**config.mk**
```make
export PLATFORM = sky130hd
export DESIGN_NAME = raster_reader
export DESIGN_NICKNAME = d
export VERILOG_FILES = /design/src/rtl/raster_reader.sv
export SDC_FILE = /design/constraint.sdc
export NUM_CORES = 1
export LEC_CHECK = 0
export BUFFER_PORTS_ARGS = -buffer_cell sky130_fd_sc_hd__buf_2
export CAP_MARGIN = 15
export CORE_UTILIZATION = 40
export CTS_BUF_LIST = sky130_fd_sc_hd__clkbuf_8
export DETAILED_ROUTE_END_ITERATION = 6
export GPL_TIMING_DRIVEN = 0
export REMOVE_ABC_BUFFERS = 1
export SYNTH_ARGS = -nofsm -noshare
export SYNTH_HDL_FRONTEND = slang
export SYNTH_SLANG_ARGS = --single-unit
```
**constraint.sdc**
```tcl
create_clock -name clk -period 3.5 [get_ports clk]
set_clock_uncertainty 0.15 [all_clocks]
set_input_delay 0.35 -clock clk [delete_from_list [all_inputs] [get_ports clk]]
set_output_delay 0.35 -clock clk [all_outputs]
set_load 0.05 [all_outputs]
```
**src/rtl/raster_reader.sv**
```systemverilog
// Drains an 8-bit pixel FIFO into a framed valid/ready raster stream with x/y and line/frame marks.
// Optional RASTER_READER_STALL_CNT_EN adds underrun_cnt, counting starved RUN cycles.
module raster_reader #(
    parameter int unsigned IMG_W = 64,
    parameter int unsigned IMG_H = 64,
    parameter int unsigned XW    = $clog2(IMG_W),
    parameter int unsigned YW    = (IMG_H > 1) ? $clog2(IMG_H) : 1
) (
    input  logic          clk,
    input  logic          rst,
    input  logic          start,
    input  logic          fifo_empty,
    input  logic [7:0]    fifo_data_out,
    output logic          fifo_rd,
    output logic          pix_valid,
    input  logic          pix_ready,
    output logic [7:0]    pix_data,
    output logic [XW-1:0] pix_x,
    output logic [YW-1:0] pix_y,
    output logic          pix_sol,
    output logic          pix_eol,
    output logic          pix_sof,
    output logic          pix_eof,
    output logic          busy,
    output logic          done
`ifdef RASTER_READER_STALL_CNT_EN
    ,
    output logic [15:0]   underrun_cnt
`endif
);

    localparam int unsigned   TOTAL   = IMG_W * IMG_H;
    localparam int unsigned   CW      = $clog2(TOTAL + 1);
    localparam logic [CW-1:0] RD_LAST = CW'(TOTAL);
    localparam logic [XW-1:0] X_LAST  = XW'(IMG_W - 1);
    localparam logic [YW-1:0] Y_LAST  = YW'(IMG_H - 1);

    typedef enum logic [1:0] {StIdle, StRun, StDrain, StDone} state_t;

    state_t        state_q, state_d;
    logic [CW-1:0] rd_cnt_q, rd_cnt_d;
    logic          inflight_q;
    logic [1:0]    occ_q;
    logic [7:0]    buf0_q, buf1_q;
    logic [XW-1:0] x_q;
    logic [YW-1:0] y_q;
    logic          pop, tail_hi, frame_start;
    logic [1:0]    fill_after;

    assign pix_data    = buf0_q;
    assign pix_x       = x_q;
    assign pix_y       = y_q;
    assign pix_sol     = (x_q == '0);
    assign pix_eol     = (x_q == X_LAST);
    assign pix_sof     = (x_q == '0) && (y_q == '0);
    assign pix_eof     = (x_q == X_LAST) && (y_q == Y_LAST);
    assign busy        = (state_q == StRun) || (state_q == StDrain);
    assign done        = (state_q == StDone);
    assign frame_start = (state_q == StIdle) && start;

    always_comb begin
        state_d    = state_q;
        pix_valid  = (occ_q != 2'd0);
        pop        = pix_valid && pix_ready;
        // Fill counted after this cycle's pop so a full pipeline still issues every cycle.
        fill_after = occ_q + {1'b0, inflight_q} - {1'b0, pop};
        tail_hi    = ((occ_q - {1'b0, pop}) != 2'd0);
        fifo_rd    = (state_q == StRun) && !fifo_empty && (fill_after < 2'd2) &&
                     (rd_cnt_q != RD_LAST);
        rd_cnt_d   = rd_cnt_q + {{(CW-1){1'b0}}, fifo_rd};
        unique case (state_q)
            StIdle:  if (start) state_d = StRun;
            StRun:   if (rd_cnt_d == RD_LAST) state_d = StDrain;
            StDrain: if (pop && pix_eof) state_d = StDone;
            StDone:  state_d = StIdle;
            default: state_d = StIdle;
        endcase
    end

    always_ff @(posedge clk) begin
        if (rst) begin
            state_q    <= StIdle;
            rd_cnt_q   <= '0;
            inflight_q <= 1'b0;
            occ_q      <= 2'd0;
            buf0_q     <= 8'h00;
            buf1_q     <= 8'h00;
            x_q        <= '0;
            y_q        <= '0;
        end else begin
            state_q    <= state_d;
            inflight_q <= fifo_rd;
            occ_q      <= fill_after;
            if (pop) buf0_q <= buf1_q;
            if (inflight_q) begin
                if (tail_hi) buf1_q <= fifo_data_out;
                else         buf0_q <= fifo_data_out;
            end
            if (frame_start) begin
                rd_cnt_q <= '0;
                x_q      <= '0;
                y_q      <= '0;
            end else begin
                rd_cnt_q <= rd_cnt_d;
                if (pop) begin
                    if (x_q == X_LAST) begin
                        x_q <= '0;
                        y_q <= (y_q == Y_LAST) ? '0 : y_q + 1'b1;
                    end else begin
                        x_q <= x_q + 1'b1;
                    end
                end
            end
        end
    end

`ifdef RASTER_READER_STALL_CNT_EN
    always_ff @(posedge clk) begin
        if (rst || frame_start) begin
            underrun_cnt <= 16'h0000;
        end else if ((state_q == StRun) && fifo_empty && (occ_q == 2'd0) &&
                     (underrun_cnt != 16'hFFFF)) begin
            underrun_cnt <= underrun_cnt + 16'h0001;
        end
    end
`endif

endmodule

```
=== Word-level counts from Yosys, hierarchy flattened ===
Cells that the tools add are included.

* Output and inout bits: 28
* Register bits: 46
* Word-level logic and storage cells: 53

* Magnitude comparators: 1
* Mux-type cells: 9
* Equal/unequal tests: 10
* $add $sub $neg: 6
* Reduce and logical (&&, ||, !) cells: 19

{| class="wikitable"
|+ Operator list
! operator !! number
|-
| 8-bit two-way mux || 3
|-
| 13-bit by 1-bit adder with 13-bit output || 1
|-
| 13-bit == test, second input constant || 1
|-
| 13-bit != test, second input constant || 1
|-
| 6-bit by 1-bit adder with 6-bit output, second input constant || 2
|-
| 6-bit == test, second input constant || 2
|-
| 6-bit zero test || 2
|-
| 6-bit two-way mux || 2
|-
| 1-bit logical AND || 8
|-
| 2-bit one-hot mux with 4 select lines || 1
|-
| 2-bit two-way mux || 3
|-
| 2-bit == test, second input constant || 2
|-
| 2-bit by 1-bit != test with 1-bit output, second input constant || 2
|-
| 2-bit AND reduction || 2
|-
| 2-bit nonzero test || 2
|-
| 2-bit by 1-bit subtractor with 2-bit output || 2
|-
| 3-bit AND reduction || 1
|-
| 2-bit by 1-bit adder with 2-bit output || 1
|-
| 2-bit by 1-bit == test with 1-bit output, second input constant || 1
|-
| 2-bit zero test || 1
|-
| 2-bit less-than comparator, second input constant || 1
|-
| 2-bit != test, second input constant || 1
|-
| 2-bit OR reduction || 1
|-
| 1-bit zero test || 1
|-
| 1-bit logical OR || 1
|}

=== Depth between registers and ports, before layout ===
Gate-level depths: netlist of run 1.

* Depth in word-level cells: 10
* Mapped depth: 16
* Mapped depth without buffers: 15

=== Worst setup path before layout of run 1 ===
OpenSTA, ideal clock, no wires.

* Path kind: in2reg
* Start point: in pix_ready
* End point: reg state_q[1]
* Stages: 16
* Library setup time: 72 ps
* Slack: -665 ps
* Data arrival time: 3944 ps
* Cell sequence: nor2b_1 a21o_1 ha_1 xnor2_1 nand2_1 nor3_1 ha_1 ha_1 and3_1 buf_6 nand3_1 nand2_1 a31oi_1 o41ai_2 and3_1 mux2i_1

* Cells in the longest elaborated chain, start to end: 9

{| class="wikitable"
|+ RTL lines
! what !! RTL line !! text
|-
| start, declared || 16 || <nowiki>input logic pix_ready,</nowiki>
|-
| 1-bit logical AND || 64 || <nowiki>pop = pix_valid && pix_ready;</nowiki>
|-
| 2-bit by 1-bit subtractor with 2-bit output || 66 || <nowiki>fill_after = occ_q + {1'b0, inflight_q} - {1'b0, pop};</nowiki>
|-
| 2-bit less-than comparator || 68 || <nowiki>fifo_rd = (state_q == StRun) && !fifo_empty && (fill_after < 2'd2) &&</nowiki>
|-
| 1-bit logical AND (2 in series) || 68 ||
|-
| named net fifo_rd || 14 || <nowiki>output logic fifo_rd,</nowiki>
|-
| 13-bit by 1-bit adder with 13-bit output || 70 || <nowiki>rd_cnt_d = rd_cnt_q + {{(CW-1){1'b0}}, fifo_rd};</nowiki>
|-
| 13-bit == test || 73 || <nowiki>StRun: if (rd_cnt_d == RD_LAST) state_d = StDrain;</nowiki>
|-
| 2-bit by 1-bit != test with 1-bit output (no line) || - ||
|-
| 3-bit AND reduction (no line) || - ||
|-
| end signal, assigned || 82 || <nowiki>state_q <= StIdle;</nowiki>
|-
| end signal, assigned || 91 || <nowiki>state_q <= state_d;</nowiki>
|-
| end, declared || 40 || <nowiki>state_t state_q, state_d;</nowiki>
|}

The timed path passes the listed nets, and every way through them passes these cells.
A chain may end at the register's enable or synchronous reset.

=== Worst setup path in the final report of run 1 ===
* Start point: reg rd_cnt_q[4]
* End point: reg state_q[1]

* Cells in the longest elaborated chain, start to end: 6

{| class="wikitable"
|+ RTL lines
! what !! RTL line !! text
|-
| start, declared || 41 || <nowiki>logic [CW-1:0] rd_cnt_q, rd_cnt_d;</nowiki>
|-
| start signal, assigned || 104 || <nowiki>rd_cnt_q <= rd_cnt_d;</nowiki>
|-
| 13-bit != test || 69 || <nowiki>(rd_cnt_q != RD_LAST);</nowiki>
|-
| 1-bit logical AND || 68 ||
|-
| 13-bit by 1-bit adder with 13-bit output (*) || 70 ||
|-
| 13-bit == test (*) || 73 ||
|-
| 2-bit by 1-bit != test with 1-bit output (no line) (*) || - ||
|-
| 3-bit AND reduction (no line) (*) || - ||
|}

Every way passes the cells marked *; elsewhere a longest branch is shown, timed or not.

==> results.json, run 1 <==
{
  "status": "complete, no violations",
  "drt_iter0_drc": 91,
  "clock_sinks": 46,
  "cts_buffer_depth": 2,
  "hold_viol": 0,
  "initial_utilization": 0.419,
  "cts.clk_slew.worst_paths_ns": 0.09,
  "critPathMaxStageDelay_ns": 0.40,
  "drc": 0,
  "fin_crit_sh": 0.951,
  "synth_area_leaders": "dfxtp_1 40%, nor2_1 7.3%, ha_1 7.0%",
  "path_cells": "or3_4 > nor4_4 > nand4_1 > nand2_2 > nor3_4 > ha_4 > ha_4 > and3_4 > or3_1 > nand2_1 > a31oi_2 > o41ai_2 > and3_1 > mux2i_1",
  "wl_mm": 4.84,
  "yosysSeqAreaShare": 0.396,
  "h-tree-depth": 2,
  "layout.nets": 340,
  "start_kind": "flop",
  "grt_pass1_wl_mm": 7.91,
  "reg2reg_slack_ns": 0.17,
  "crit_arrival_ns": 3.42,
  "cts_hold_buf": 0,
  "final_cells": 387,
  "crit_family": "simple AND/OR/NAND/NOR gates",
  "io_buffers": 40,
  "setup-violations-final": 0,
  "drive_above_1_share": 0.206,
  "cts_tree": "yes",
  "yosysTopAreaCell": "dfxtp_1",
  "path_class": "reg2reg",
  "synth_area_sq_um": 2320,
  "rr_worst_depth": 14,
  "die_h_um": 78.2,
  "rows": 27,
  "vias_per_cell": 5.05,
  "ir_drop_v": 0.000396,
  "crit_end": "state_q[1]$_SDFFE_PP0P_",
  "dieArea_sq_um": 6120,
  "layout-area-overhead-vs-synth_pct": 18.1,
  "max_freq_mhz": 300,
  "drv_cap": 0,
  "power_mw": 1.27,
  "hold_class": "in2reg",
  "rr_startpoint": "rd_cnt_q[4]$_SDFF_PP0_",
  "gp_congestion": 0.776,
  "cts_inserted_buffers": 5,
  "hpwl_mm": 3.30,
  "setup.worst_path.end_class": "flop",
  "yosys.cell_types.count": 38,
  "first_pass_iters": 4,
  "power_density_nw_per_um2": 463,
  "core_area_sq_um": 5540,
  "insertion_delay_ns": 0.30,
  "yosysTopAreaCellShare": 0.396,
  "crit_path_frequent_cell": "ha_4",
  "antenna_found_initial": 0,
  "grt_max_degree": 25,
  "crit_start": "rd_cnt_q[4]$_SDFF_PP0_",
  "layout_setup_ws_ns": 0.172,
  "slew_headroom": 0.348,
  "tightest_slew_ns": 0.971,
  "insertedDiodeCount": 0,
  "slew_violations": 0,
  "cp_slowest_cell": "or3_4",
  "crit-reg2reg-capture": "state_q[1]$_SDFFE_PP0P_",
  "vias": 1956,
  "path_max_fanout": 7,
  "post-place-ws_ns": -0.117,
  "dpl.cell_count": 376,
  "leakage_nw": 1.19,
  "synth_seq_cells": 46,
  "synthCells": 275,
  "track_usage": 0.164,
  "die_x_um": 78.2,
  "path_depth": 14,
  "grt_pass1_vias": 1667,
  "io_pins": 41,
  "fin_crit_ns": 3.33,
  "avgSynthCellArea_sq_um": 8.45,
  "cp_num_buf_inv": 0,
  "root_buffer": "clkbuf_8",
  "drt-wirelength-per-cell_um": 12.5,
  "ys_warn_count": 0,
  "grt_remaining_overflow": 0,
  "worstPathRequired_ns": 3.59,
  "antenna_left": 0
}
[cell usage in the layout (no fill, tap or decap), drive strengths merged, types with 8 or more instances in the layout]
| cell type | instances |
|---|---|
| a21oi | 8 |
| a311oi | 8 |
| buf | 43 |
| dfxtp | 46 |
| ha | 13 |
| inv | 10 |
| mux2i | 10 |
| nand2 | 32 |
| nand3 | 14 |
| nor2 | 45 |
| nor3 | 9 |
| xnor2 | 9 |
| xor2 | 10 |
[cell families (layout without fill, tap and decap cells)]
family	count (synthesis)	in the layout	share of synthesized area
muxes	10	10	0.0431
xor gates and xnor gates	19	19	0.0716
AOI/OAI and AO/OA	31	31	0.0948
buffers and inverters	20	60	0.0458
and+or+nand+nor	136	136	0.278
DFF	46	46	0.396
adders and majority gates	13	13	0.0700
[through the flow]
stage          utilization  area, sq um  setup TNS, ns  hold slack (ns)
2_1_floorplan            -         2250          -1.94            0.272
3_3_place_gp         0.459         2540         -0.134            0.311
3_5_place_dp         0.459         2540         -0.203            0.315
4_1_cts              0.475         2630              0           0.0765
5_1_grt              0.495         2750        -0.0146            0.106
6_report             0.495         2750              0            0.117
[synthesized netlist by cell type]
cell / instances
nand4_1: 5
clkbuf_1: 5
o41ai_1: 1
buf_1: 1
a21oi_2: 1
nand3_1: 14
a221o_1: 1
mux2i_1: 10
and2b_1: 1
xor2_1: 10
dlygate4sd1_1: 1
a21oi_1: 7
or2_1: 2
and2_1: 5
nand4_2: 1
o21ai_0: 4
a31oi_1: 3
buf_6: 3
a21o_1: 2
and4_4: 1
or3_1: 5
o21ai_1: 2
inv_1: 9
nand2_1: 32
and3_1: 4
xnor2_1: 9
o41ai_2: 1
ha_1: 13
a311oi_1: 8
dfxtp_1: 46
nor3_1: 8
buf_4: 1
nor2_1: 45
nor4_1: 6
a211oi_1: 1
nand2b_1: 2
nor2b_1: 4
nor3_2: 1
[worst reg2reg max path: stages (launching register included)]
cell     delay, ns
dfxtp_4       0.37
or3_4         0.40
nor4_4        0.21
nand4_1       0.15
nand2_2       0.12
nor3_4        0.05
ha_4          0.19
ha_4          0.16
and3_4        0.20
or3_1         0.30
nand2_1       0.08
a31oi_2       0.11
o41ai_2       0.34
and3_1        0.26
mux2i_1       0.18
[metal layers]
| metal | wire (um) | track usage |
|---|---|---|
| met1 | 2470 | 0.220 |
| met5 | 0 | 0 |
| met3 | 238 | 0.0465 |
| met2 | 2080 | 0.252 |
| met4 | 59 | 0.0556 |
[worst min-delay path by stage]
stage                            from  cells after the start                      to
2_1_floorplan                     rst                      1     occ_q[0]$_SDFF_PP0_
3_3_place_gp   buf1_q[4]$_SDFFE_PP0P_                      2  pix_data[4]$_SDFF_PP0_
3_5_place_dp   buf1_q[4]$_SDFFE_PP0P_                      2  pix_data[4]$_SDFF_PP0_
4_1_cts                    fifo_empty                      2   inflight_q$_SDFF_PP0_
5_1_grt                    fifo_empty                      2   inflight_q$_SDFF_PP0_
6_report                   fifo_empty                      2   inflight_q$_SDFF_PP0_
[area by class of cell]
class	instances	area [sq um]
clock inverters	2	8.76
multi-input cells	209	1380
flip-flops and latches	46	926
clock buffers	6	82.6
fillers	538	2800
repair buffers	43	223
well taps	72	90.1
inverters	9	33.8
[where the power goes]
part | internal, mW | switching, mW
clock | 0.157 | 0.177
combinational | 0.111 | 0.252
sequential | 0.552 | 0.0228
[registers in the layout (all words and copies together), names as in the netlist]
signal      flops
pix_x           6
occ_q           2
state_q         2
pix_y           6
inflight_q      1
rd_cnt_q       13
pix_data        8
buf1_q          8
[timing repair]
item                                    4_1_cts  5_1_grt
resized for setup                             0       18
endpoints found under the setup margin        2        2
pin swaps                                     2        6
setup buffers                                 0        3
(Power assumes the default switching activity.)
==> inputs of run 2 (changes only) <==
--- a/config.mk
+++ b/config.mk
@@ -11,6 +11,7 @@
 export CTS_BUF_LIST = sky130_fd_sc_hd__clkbuf_8
 export DETAILED_ROUTE_END_ITERATION = 6
 export GPL_TIMING_DRIVEN = 0
+export PLACE_DENSITY = 0.57
 export REMOVE_ABC_BUFFERS = 1
 export SYNTH_ARGS = -nofsm -noshare
 export SYNTH_HDL_FRONTEND = slang
==> run 2 against run 1 <==
Effect of this change: wire length up 3.5%; non-clock buffer count rose by 2; first-iteration DRC count fell by 24%; flip-flop and latch count is the same; final area increased by 0.55%; critical path depth unchanged; via count grew 1.4%; setup slack worse by 0.085 ns.
==> results.json, run 2 (synthesized netlist as in run 1, its figures left out) <==
{
  "cts.clk_slew.worst_paths_ns": 0.09,
  "drt_iter0_drc": 69,
  "drv_cap": 0,
  "gr-usage-met3": 0.0430,
  "final_common_cell": "nor2_1",
  "initial_utilization": 0.419,
  "hold_viol": 0,
  "leakage_nw": 1.17,
  "ir_drop_v": 0.000312,
  "io_buffers": 40,
  "grt_max_degree": 25,
  "first_pass_iters": 4,
  "die_h_um": 78.2,
  "final_cells": 389,
  "final_area_sq_um": 2760,
  "fin_crit_ns": 3.41,
  "grt_remaining_overflow": 0,
  "layout_setup_ws_ns": 0.0864,
  "antenna_left": 0,
  "cts_tree": "yes",
  "rsz0062_at_grt": "yes",
  "status": "complete, no violations",
  "dpl.cell_count": 376,
  "slew_violations": 0,
  "gp_congestion": 0.763,
  "fin_crit_sh": 0.975,
  "post-place-ws_ns": -0.152,
  "mostFrequentLayoutCells": "45 x nor2_1, 43 x dfxtp_1, 40 x buf_2, 31 x nand2_1, 14 x nand3_1",
  "whs_ns": 0.114,
  "drive_above_1_share": 0.221,
  "setup-violations-final": 0,
  "cts_hold_buf": 0,
  "path_class": "reg2reg",
  "root_buffer": "clkbuf_8",
  "grt_pass1_vias": 1788,
  "met2_usage": 0.275,
  "insertedDiodeCount": 0,
  "h-tree-depth": 2,
  "wl_mm": 5.01,
  "max_freq_mhz": 293,
  "path_max_fanout": 6,
  "largest_register_ff_count": 13,
  "grt_pass1_wl_mm": 8.16,
  "power_mw": 1.28,
  "worstPathRequired_ns": 3.59,
  "die_x_um": 78.2,
  "hold_class": "in2reg",
  "clock_sinks": 46,
  "drt-wirelength-per-cell_um": 12.9,
  "slew_headroom": 0.348,
  "dieArea_sq_um": 6120,
  "vias": 1984,
  "core_area_sq_um": 5540,
  "insertion_delay_ns": 0.30,
  "layout.nets": 342,
  "tightest_slew_ns": 0.972,
  "vias_per_cell": 5.10,
  "hpwl_mm": 3.32,
  "power_density_nw_per_um2": 464,
  "io_pins": 41,
  "setup.worst_path.end_class": "flop",
  "top_register": "rd_cnt_q",
  "place_area_sq_um": 2540,
  "drc": 0,
  "cts_buffer_depth": 2,
  "layout-area-overhead-vs-synth_pct": 18.8,
  "top_usage_layer": "met2",
  "cts_inserted_buffers": 5,
  "grt.met1_usage": 0.217,
  "track_usage": 0.170,
  "antenna_found_initial": 0,
  "rows": 27,
  "crit_arrival_ns": 3.50,
  "start_kind": "flop"
}
run 2: per-layer routing:
metal | share of wire | vias up
li1 | - | 1031
met1 | 0.48 | 914
met2 | 0.47 | 31
met3 | 0.037 | 8
met4 | 0.015 | 0
met5 | 0 | -
run 2: worst paths after layout:
| path | start | endpoint | slack, ns | cells past startpoint |
|---|---|---|---|---|
| worst max-delay path | rd_cnt_q[8]$_SDFF_PP0_ | state_q[1]$_SDFFE_PP0P_ | 0.09 | 14 |
| worst min-delay path | fifo_empty | inflight_q$_SDFF_PP0_ | 0.11 | 2 |
| worst max register to register | rd_cnt_q[8]$_SDFF_PP0_ | state_q[1]$_SDFFE_PP0P_ | 0.09 | 14 |
| worst min register to register | pix_data[3]$_SDFF_PP0_ | pix_data[3]$_SDFF_PP0_ | 0.34 | 2 |
run 2: what timing repair did:
| action | in CTS | in global routing |
|---|---|---|
| endpoints found under the setup margin | 2 | 2 |
| pin swaps | 1 | 8 |
| buffers inserted | 0 | 5 |
| gates resized for setup | 2 | 17 |
run 2: cell type report:
cell class              count  area [sq um]
well taps                  72          90.1
flip-flops and latches     46           930
repair buffers             45           238
clock buffers               6          82.6
clock inverters             2          12.5
fillers                   552          2780
inverters                   9          33.8
multi-input cells         209          1370
run 2: power by group:
part           internal [mW]  leakage (nW)  switching (mW)  total [mW]
Clock                  0.159        0.0472           0.188       0.347
Combinational          0.111         0.748           0.248       0.359
Sequential             0.551         0.374          0.0236       0.575
Total                  0.821          1.17           0.459        1.28
run 2: critical path: stages, from the launching register on:
cell     delay (ns)
dfxtp_4        0.37
or3_4          0.41
nor4_4         0.27
nand4_1        0.15
nand2_2        0.13
nor3_4         0.05
ha_4           0.18
ha_4           0.16
and3_4         0.18
or3_1          0.30
nand2_1        0.08
a31oi_2        0.11
o41ai_2        0.37
and3_1         0.26
mux2i_1        0.18
run 2: per-stage QoR:
step	utilization	setup TNS, ns
CTS	0.477	0
detailed placement	0.459	-0.261
global route	0.498	-0.0998
finish	0.498	0
floorplan	-	-1.94
global placement	0.459	-0.208
==> inputs of run 3 (changes only) <==
--- a/config.mk
+++ b/config.mk
@@ -5,6 +5,7 @@
 export SDC_FILE = /design/constraint.sdc
 export NUM_CORES = 1
 export LEC_CHECK = 0
+export ABC_AREA = 1
 export BUFFER_PORTS_ARGS = -buffer_cell sky130_fd_sc_hd__buf_2
 export CAP_MARGIN = 15
 export CORE_UTILIZATION = 40
==> run 3 against run 2 <==
Effect of this change: non-clock buffer count shrank 4; utilization down 0.31 points; via count grew 7.0%.
==> results.json, run 3 <==
{
  "status": "complete, no violations",
  "io_buffers": 40,
  "drive_above_1_share": 0.185,
  "hold_class": "in2reg",
  "layout-area-overhead-vs-synth_pct": 16.8,
  "clock_sinks": 46,
  "yosys.cell_types.count": 30,
  "layout_setup_ws_ns": 0.468,
  "dieArea_sq_um": 6260,
  "yosysSeqAreaShare": 0.387,
  "post-synth-top-count-cell": "nand2_1",
  "die_h_um": 79.1,
  "final_cells": 451,
  "gp_congestion": 0.774,
  "mostFrequentLayoutCells": "77 x nand2_1, 46 x nor2_1, 46 x dfxtp_1, 41 x inv_1, 40 x buf_2",
  "drv_cap": 0,
  "synthCells": 335,
  "antenna_found_initial": 0,
  "vias_per_cell": 4.71,
  "slew_headroom": 0.618,
  "ys_warn_count": 0,
  "synth_area_sq_um": 2380,
  "place_area_sq_um": 2650,
  "dpl.cell_count": 442,
  "drc": 0,
  "path_max_fanout": 4,
  "cts.clk_slew.worst_paths_ns": 0.09,
  "setup-violations-final": 0,
  "ys_async_sr_fraction": 0,
  "worstPathRequired_ns": 3.55,
  "leakage_nw": 1.23,
  "drt_iter0_drc": 36,
  "h-tree-depth": 2,
  "fin_crit_sh": 0.866,
  "power_density_nw_per_um2": 472,
  "grt_pass1_vias": 1936,
  "synth_area_leaders": "dfxtp_1 39%, nand2_1 12%, nor2_1 7.3%",
  "cts_hold_buf": 0,
  "io_pins": 41,
  "vias": 2122,
  "insertion_delay_ns": 0.30,
  "rows": 27,
  "rsz0062_at_grt": "no",
  "first_pass_iters": 4,
  "antenna_left": 0,
  "die_x_um": 79.1,
  "ir_drop_v": 0.000300,
  "initial_utilization": 0.424,
  "final_area_sq_um": 2780,
  "drt-wirelength-per-cell_um": 11.2,
  "wl_mm": 5.05,
  "track_usage": 0.179,
  "fillers": 617,
  "path_class": "reg2reg",
  "avgSynthCellArea_sq_um": 7.10,
  "multi_input_area_sq_um": 1280,
  "finalSetupTns_ns": 0,
  "cts_buffer_depth": 2,
  "root_buffer": "clkbuf_8",
  "post-place-ws_ns": -0.0630,
  "slew_violations": 0,
  "fin_crit_ns": 3.03,
  "grt_max_degree": 19,
  "setup.worst_path.end_class": "flop",
  "cts_inserted_buffers": 5,
  "synth_seq_cells": 46,
  "tightest_slew_ns": 0.569,
  "synth_edf_count": 0,
  "largest_register_ff_count": 13,
  "insertedDiodeCount": 0,
  "yosysTopAreaCell": "dfxtp_1",
  "grt_pass1_wl_mm": 8.76,
  "final_common_cell": "nand2_1",
  "ys.flop_type": "dfxtp_1",
  "core_area_sq_um": 5610,
  "crit_arrival_ns": 3.09,
  "max_freq_mhz": 330,
  "yosysTopAreaCellShare": 0.387,
  "top_register": "rd_cnt_q",
  "cts_tree": "yes",
  "hpwl_mm": 3.87,
  "ff_latch_area_sq_um": 921,
  "hold_viol": 0,
  "synthTopCellsByCount": "77 x nand2_1, 46 x dfxtp_1, 46 x nor2_1",
  "layout.nets": 404,
  "start_kind": "flop",
  "grt_remaining_overflow": 0
}
[run 3: cell types whose count changed after synthesis, sizes merged, moves of 6 or more]
cell	change
nor2	+7
inv	+35
a311oi	-8
xor2	-6
nand3	+7
xnor2	-8
nand2	+50
a21oi	+6
mux2i	-10
o21ai	+14
[run 3: cells by family (layout without fill, tap and decap cells)]
| group | count (synthesis) | count (layout) | synth area share |
|---|---|---|---|
| and+or+nand+nor | 176 | 176 | 0.337 |
| DFF | 46 | 46 | 0.387 |
| AOI/OAI and AO/OA | 45 | 45 | 0.109 |
| adders and majority gates | 13 | 13 | 0.0684 |
| xor gates and xnor gates | 5 | 5 | 0.0184 |
| buffers and inverters | 50 | 94 | 0.0789 |
[run 3: final cells by class]
cell class	instances	share of cell area
repair buffers	41	0.0748
flip-flops and latches	46	0.332
well taps	72	0.0324
inverters	45	0.0608
clock buffers	5	0.0248
clock inverters	3	0.0158
multi-input cells	239	0.460
[run 3: repair_timing]
action,CTS,global route
pin swaps,0,1
endpoints found under the hold margin,0,0
endpoints found under the setup margin,2,2
resized for setup,1,0
setup buffers,0,1
[run 3: worst paths after layout]
kind / startpoint / endpoint / slack (ns) / cells after the start
setup / recovery: occ_q[1]$_SDFF_PP0_ / state_q[1]$_SDFFE_PP0P_ / 0.47 / 20
hold / removal: rst / occ_q[1]$_SDFF_PP0_ / 0.14 / 2
setup reg to reg: occ_q[1]$_SDFF_PP0_ / state_q[1]$_SDFFE_PP0P_ / 0.47 / 20
hold reg to reg: pix_data[4]$_SDFF_PP0_ / pix_data[4]$_SDFF_PP0_ / 0.33 / 2
[run 3: per-layer routing]
metal | routed length [um] | global-route usage | vias up | share of wire
met5 | 0 | 0 | - | 0
met3 | 191 | 0.0356 | 5 | 0.038
met1 | 2510 | 0.237 | 918 | 0.50
met4 | 63 | 0.0655 | 0 | 0.012
li1 | - | - | 1163 | -
met2 | 2280 | 0.286 | 36 | 0.45
[run 3: power breakdown]
| part | switching, mW | leakage (nW) | internal, mW |
|---|---|---|---|
| Combinational | 0.236 | 0.799 | 0.101 |
| Clock | 0.191 | 0.0585 | 0.214 |
| Sequential | 0.0191 | 0.372 | 0.551 |
| Total | 0.446 | 1.23 | 0.866 |
[run 3: per-stage QoR]
step                total power, mW  hold WS (ns)   util
global placement              0.918         0.313  0.472
floorplan                     0.847         0.271      -
global route                   1.39         0.142  0.495
detailed placement            0.919         0.309  0.472
finish                         1.31         0.144  0.495
CTS                            1.33         0.142  0.494
[run 3: critical path, stage by stage, from the launching register on]
cell	delay [ns]
dfxtp_1	0.32
inv_1	0.13
a21oi_4	0.07
nand2_1	0.08
nand2_1	0.05
ha_1	0.18
xnor2_1	0.15
nor3_1	0.27
ha_1	0.28
ha_1	0.23
nand3_1	0.11
o21bai_1	0.19
nand2_1	0.07
nor2_1	0.13
nand2_1	0.09
nor2_1	0.09
nand2_1	0.07
nand2_2	0.08
nand3_1	0.07
nand2_1	0.06
nor2_1	0.04
